**config.mk**
```make
export PLATFORM = sky130hd
export DESIGN_NAME = fetch_unit
export DESIGN_NICKNAME = d
export VERILOG_FILES = /design/src/rtl/fetch_unit_pkg.sv /design/src/rtl/fetch_timer.sv /design/src/rtl/fetch_unit.sv
export SDC_FILE = /design/constraint.sdc
export NUM_CORES = 1
export LEC_CHECK = 0
export BUFFER_PORTS_ARGS = -buffer_cell sky130_fd_sc_hd__buf_4
export CAP_MARGIN = 0
export CELL_PAD_IN_SITES_DETAIL_PLACEMENT = 1
export CELL_PAD_IN_SITES_GLOBAL_PLACEMENT = 1
export CORE_MARGIN = 8
export CORE_UTILIZATION = 41
export CTS_BUF_LIST = sky130_fd_sc_hd__clkbuf_2
export CTS_CLUSTER_SIZE = 8
export DETAILED_ROUTE_END_ITERATION = 7
export PLACE_DENSITY = 0.92
export SLEW_MARGIN = 20
export SYNTH_ARGS = -nofsm -noshare
export SYNTH_HDL_FRONTEND = slang
export SYNTH_SLANG_ARGS = --single-unit
```
**constraint.sdc**
```tcl
create_clock -name clk -period 2.4 [get_ports clk]
set_clock_uncertainty 0.15 [all_clocks]
set_input_delay 0.36 -clock clk [delete_from_list [all_inputs] [get_ports clk]]
set_output_delay 0.36 -clock clk [all_outputs]
set_load 0.005 [all_outputs]
```
**src/rtl/fetch_unit_pkg.sv**
```systemverilog
// Shared types and constants for the instruction fetch unit.
package fetch_unit_pkg;

  localparam int unsigned XLEN = 32;
  localparam logic [31:0] NOP = 32'h0000_0013;
  localparam logic [1:0]  RESP_OKAY = 2'b00;
  localparam logic [31:0] DEFAULT_RESET_PC = 32'h8000_0000;

  typedef enum logic [1:0] {
    S_AR   = 2'd0,
    S_R    = 2'd1,
    S_OUT  = 2'd2,
    S_WAIT = 2'd3
  } fetch_state_e;

  // Instruction payload handed to decode.
  typedef struct packed {
    logic [XLEN-1:0] inst;
    logic [XLEN-1:0] pc;
    logic            fault;
  } inst_pkt_t;

  function automatic logic is_aligned(input logic [XLEN-1:0] addr);
    return addr[1:0] == 2'b00;
  endfunction

endpackage

```
**src/rtl/fetch_timer.sv**
```systemverilog
// Read-response wait counter; cleared when a request is accepted.
module fetch_timer #(
  parameter int unsigned W = 8
) (
  input  logic         clk,
  input  logic         rst_n,
  input  logic         clear_i,
  input  logic         tick_i,
  output logic [W-1:0] count_o
);

  logic [W-1:0] count_q, count_d;

  always_comb begin
    count_d = count_q;
    if (clear_i) begin
      count_d = '0;
    end else if (tick_i) begin
      count_d = count_q + W'(1);
    end
  end

  always_ff @(posedge clk or negedge rst_n) begin
    if (!rst_n) begin
      count_q <= '0;
    end else begin
      count_q <= count_d;
    end
  end

  assign count_o = count_q;

endmodule

```
**src/rtl/fetch_unit.sv**
```systemverilog
// Single-outstanding instruction fetch: AR request, R response, hand-off to
// decode, then wait for commit to supply the next pc.
module fetch_unit
  import fetch_unit_pkg::*;
#(
  parameter logic [31:0] RESET_PC      = DEFAULT_RESET_PC,
  parameter int unsigned FETCH_TIMEOUT = 255
) (
  input  logic            clk,
  input  logic            rst_n,
  output logic            arvalid,
  input  logic            arready,
  output logic [XLEN-1:0] araddr,
  input  logic            rvalid,
  output logic            rready,
  input  logic [XLEN-1:0] rdata,
  input  logic [1:0]      rresp,
  output logic            inst_valid,
  input  logic            inst_ready,
  output logic [XLEN-1:0] inst,
  output logic [XLEN-1:0] inst_pc,
  output logic            inst_fault,
  input  logic            npc_valid,
  input  logic [XLEN-1:0] npc,
  output logic [XLEN-1:0] fetch_cnt
);

  localparam int unsigned TW = $clog2(FETCH_TIMEOUT + 1);

  fetch_state_e    state_q, state_d;
  logic [XLEN-1:0] pc_q, pc_d;
  inst_pkt_t       pkt_q, pkt_d;
  logic            arvalid_q, arvalid_d;
  logic            rready_q, rready_d;
  logic            inst_valid_q, inst_valid_d;
  logic [XLEN-1:0] fetch_cnt_q, fetch_cnt_d;
  logic            tmr_clear, tmr_tick;
  logic [TW-1:0]   tmr_count;
  logic            bus_err_c;

  assign bus_err_c = (rresp != RESP_OKAY);

  fetch_timer #(.W(TW)) u_timer (
    .clk     (clk),
    .rst_n   (rst_n),
    .clear_i (tmr_clear),
    .tick_i  (tmr_tick),
    .count_o (tmr_count)
  );

  // Handshake-valid flags are registered, so each is set on the edge that
  // enters its state; this keeps them low while reset is held.
  always_comb begin
    state_d      = state_q;
    pc_d         = pc_q;
    pkt_d        = pkt_q;
    arvalid_d    = arvalid_q;
    rready_d     = rready_q;
    inst_valid_d = inst_valid_q;
    fetch_cnt_d  = fetch_cnt_q;
    tmr_clear    = 1'b0;
    tmr_tick     = 1'b0;
    case (state_q)
      S_AR: begin
        if (!is_aligned(pc_q)) begin
          pkt_d        = '{inst: NOP, pc: pc_q, fault: 1'b1};
          arvalid_d    = 1'b0;
          inst_valid_d = 1'b1;
          state_d      = S_OUT;
        end else if (arvalid_q && arready) begin
          arvalid_d = 1'b0;
          rready_d  = 1'b1;
          tmr_clear = 1'b1;
          state_d   = S_R;
        end else begin
          arvalid_d = 1'b1;
        end
      end
      S_R: begin
        if (rvalid) begin
          pkt_d        = '{inst: bus_err_c ? NOP : rdata, pc: pc_q, fault: bus_err_c};
          rready_d     = 1'b0;
          inst_valid_d = 1'b1;
          state_d      = S_OUT;
        end else if (tmr_count == TW'(FETCH_TIMEOUT - 1)) begin
          pkt_d        = '{inst: NOP, pc: pc_q, fault: 1'b1};
          rready_d     = 1'b0;
          inst_valid_d = 1'b1;
          state_d      = S_OUT;
        end else begin
          tmr_tick = 1'b1;
        end
      end
      S_OUT: begin
        if (inst_ready) begin
          inst_valid_d = 1'b0;
          fetch_cnt_d  = fetch_cnt_q + 32'd1;
          state_d      = S_WAIT;
        end
      end
      S_WAIT: begin
        if (npc_valid) begin
          pc_d      = npc;
          arvalid_d = is_aligned(npc);
          state_d   = S_AR;
        end
      end
      default: begin
        state_d = S_AR;
      end
    endcase
  end

  always_ff @(posedge clk or negedge rst_n) begin
    if (!rst_n) begin
      state_q      <= S_AR;
      pc_q         <= RESET_PC;
      pkt_q        <= '{inst: NOP, pc: RESET_PC, fault: 1'b0};
      arvalid_q    <= 1'b0;
      rready_q     <= 1'b0;
      inst_valid_q <= 1'b0;
      fetch_cnt_q  <= '0;
    end else begin
      state_q      <= state_d;
      pc_q         <= pc_d;
      pkt_q        <= pkt_d;
      arvalid_q    <= arvalid_d;
      rready_q     <= rready_d;
      inst_valid_q <= inst_valid_d;
      fetch_cnt_q  <= fetch_cnt_d;
    end
  end

  assign arvalid    = arvalid_q;
  assign araddr     = pc_q;
  assign rready     = rready_q;
  assign inst_valid = inst_valid_q;
  assign inst       = pkt_q.inst;
  assign inst_pc    = pkt_q.pc;
  assign inst_fault = pkt_q.fault;
  assign fetch_cnt  = fetch_cnt_q;

endmodule

```
==> impl_metrics.yaml <==
global_routing:
  overflow: 0
  first_global_vias: 5678
  grt_max_degree: 54
  antenna_found_initial: 1
  grt_pass1_wl_um: 33500
  grt.total_usage: 0.236
job:
  maxCapViolations: 0
min_path:
  hp-class: "in -> reg"
  min-delay-start: "rresp[0]"
synth:
  syn-num-nets: 541
  avgSynthCellArea_um2: 13.1
  yosysSeqAreaShare: 0.589
  ys_warn_count: 0
  synth-simple-area-share: 0.0872
  synth_edf_count: 0
  yosys.area.top_type: "dfrtp_1"
  ys_types: 46
  synth_fa_ha_area_frac: 0.0145
  syn_area_mm2: 0.00604
  synth-seq-cells: 142
  yosysMostFrequentCell: "dfrtp_1"
  async_flop_share: 1.00
  synthXorXnorAreaFrac: 0.0508
  synth_top_family_by_area: "multiplexers"
  synth-compound-area-share: 0.0777
  synth.top_cells.by_area: "dfrtp_1 57%, mux2_2 11%, a22o_1 4.6%, buf_4 4.1%, xor2_1 3.0%"
  synth_flop_cell: "dfrtp_1"
  synthCells: 462
  synth_top_area_frac: 0.568
  muxShareOfSynthArea: 0.119
  netlist_top_cells_count: "137 x dfrtp_1, 57 x mux2_2, 33 x buf_4, 32 x a22o_1, 21 x xor2_1"
routing:
  drc: 0
  wl_per_cell_um: 24.9
  drtAntennaViolNets: 0
  wl_um: 22900
  vias: 4955
  via_per_inst: 5.39
  drtIter0Drc: 291
  first_pass_iters: 4
critical_path:
  r2r_cells: 8
  crit_path_end: "inst_pc[5]$_DFFE_PN0P_"
  required_ns: 2.84
  crit_slowest_cell: "dfrtp_1"
  cp-end-kind: "flip-flop"
  path_max_fanout: 26
  r2r-start: "u_timer.count_o[0]$_DFFE_PN0P_"
  crit_cells: 8
  crit_buf_inv: 3
  cp_cell_sequence: "inv_1 > ha_1 > nand3_1 > o21a_2 > buf_4 > nor3_4 > buf_12 > mux2_2"
  max_stage_delay_ns: 0.45
  cp-start-kind: "flip-flop"
  cp.arrival_ns: 2.78
  worstSetupStartpoint: "u_timer.count_o[0]$_DFFE_PN0P_"
  r2r-end: "inst_pc[5]$_DFFE_PN0P_"
  worstSetupPathType: "reg -> reg"
  regToRegSetupSlack_ns: 0.07
  crit_family: "buffers and inverters"
clock_tree:
  htreeDepth: 4
  cts_buffer_depth: 2
  clk_latency_ns: 0.73
  cts_tree: "yes"
  root_buffer: "clkbuf_2"
  clk_pin_slew_ns: 0.26
  cts_buffers: 17
  cts_num_sinks: 142
power:
  switching_power_mw: 3.51
  p_comb_frac: 0.421
  p_per_area_mw_per_mm2: 1100
  irDropWorstVdd_mv: 0.618
  p_clk_frac: 0.165
  seqPwrFrac: 0.414
  p_int_mw: 6.00
  switching_share: 0.370
  power_leakage_nw: 4.17
timing:
  max_freq_ghz: 0.429
  finalCritPeriodShare: 0.972
  slew_viol_final: 0
  finalSetupViolCount: 0
  fin_hold_ws_ns: 0.145
  max_slew_margin: 0.492
  min_period_ns: 2.33
  worstMarginPinSlew_ns: 0.760
  finalHoldViolCount: 0
  setup_ws_ns: 0.0678
floorplan:
  die_h_um: 137
  die_w_um: 137
  io_pins: 204
  core.rowCount: 44
  dieArea_mm2: 0.0189
  fp.coreArea_mm2: 0.0145
  start_util: 0.417
final_layout:
  area_delta_synth_final_pct: 43.0
  drive_gt1_frac: 0.436
  final_cell_count_no_fill: 919
  n_fill_cell: 1497
  num-nets-final: 800
place:
  io_buffers: 203
  place_ws_ns: -0.0473
  dp.final_hpwl_um: 13600
  placed_cells: 811
  place_congestion: 0.821
run_status:
  outcome: "complete, no violations"
timing repair:
action	CTS	global route
gates cloned	0	1
hold buffers	71	0
endpoints found under the hold margin	221	0
setup buffers	0	3
pin swaps	0	1
gates resized for setup	3	4
setup endpoints to repair	34	27
area by class of cell:
type                            instances  area, µm²  share of cell area
Sequential cell                       142       3560               0.412
Timing Repair Buffer                  287       2390               0.277
Multi-Input combinational cell        262       2150               0.249
Tap cell                              184        230              0.0267
Clock inverter                         13        166              0.0193
Clock buffer                           19       95.1              0.0110
Inverter                               11       41.3             0.00478
Antenna cell                            1       2.50            0.000290
worst min-delay path, delay by kind of cell:
family / cells / cell delay [ns]
AND/OR/NAND/NOR: 3 / 0.38
buffers and inverters: 1 / 0.08
AO/OA/AOI/OAI: 1 / 0.22
routing by layer:
metal / vias to the layer above / routed length [µm] / GRT usage
li1: 2151 / - / -
met4: 0 / 467 / 0.0803
met5: - / 0 / 0
met3: 31 / 1880 / 0.0850
met1: 2563 / 8400 / 0.259
met2: 210 / 12100 / 0.416
state kept, by name (all words and copies together), names as in the netlist:
name and count:
inst 32, state_q 2, inst_pc 32, arvalid 1, inst_valid 1, rready 1
inst_fault 1, araddr 32, fetch_cnt 32, u_timer.count_o 8
cells by family (layout without fill, tap and decap cells):
logic type | after synthesis | in the layout
compound gates | 59 | 59
xor+xnor | 35 | 35
simple gates | 96 | 97
fa+ha+maj | 7 | 7
flops | 142 | 142
buf+inv | 59 | 330
other cells | 0 | 1
mux | 64 | 64
cells in the final DEF, fill, tap and decap left out, types with 2 or more instances in the layout:
master and count:
buf_4 212, dfrtp_1 137, dlygate4sd3_1 70, mux2_2 57, a22o_1 32, xor2_1 21
nand2_1 20, clkbuf_2 19, nor2_1 14, xnor2_1 14, inv_1 11, nand4_1 11
nor3_1 10, nand3_1 9, nor4_1 9, mux2_1 7, ha_1 7, o21ai_0 6
and4_1 5, dfstp_2 5, clkinvlp_4 4, o211ai_1 3, or3_1 3, a21oi_1 3
o22a_1 3, bufinv_16 3, buf_12 3, a211oi_1 2, and2_1 2, and3_1 2
inv_6 2
per-stage QoR:
stage	cell area (µm²)	utilization	power (mW)	TNS (ns)
after floorplan	6040	-	5.92	0
after global placement	7580	0.524	7.26	0
after detailed placement	7580	0.524	7.53	-0.757
after CTS	8590	0.593	9.17	0
after global routing	8640	0.596	9.98	-0.0201
final	8640	0.596	9.51	0
worst min-delay path by stage:
stage / endpoint / slack, ns / depth (start not counted)
6_report: inst[2]$_DFFE_PN0P_ / 0.15 / 5
5_1_grt: inst[11]$_DFFE_PN0P_ / 0.07 / 5
4_1_cts: inst[11]$_DFFE_PN0P_ / 0.06 / 5
3_5_place_dp: fetch_cnt[5]$_DFFE_PN0P_ / 0.19 / 1
3_3_place_gp: fetch_cnt[9]$_DFFE_PN0P_ / 0.18 / 1
2_1_floorplan: araddr[0]$_DFFE_PN0P_ / -0.09 / 0
power groups by stage:
stage | Clock (mW) | Combinational [mW] | Sequential (mW)
floorplan | 0 | 2.20 | 3.72
global placement | 0 | 3.47 | 3.80
detailed placement | 0 | 3.66 | 3.87
CTS | 1.56 | 3.77 | 3.84
global route | 1.70 | 4.27 | 4.01
finish | 1.57 | 4.01 | 3.94
No activity file was read; power rests on OpenSTA's default activity.
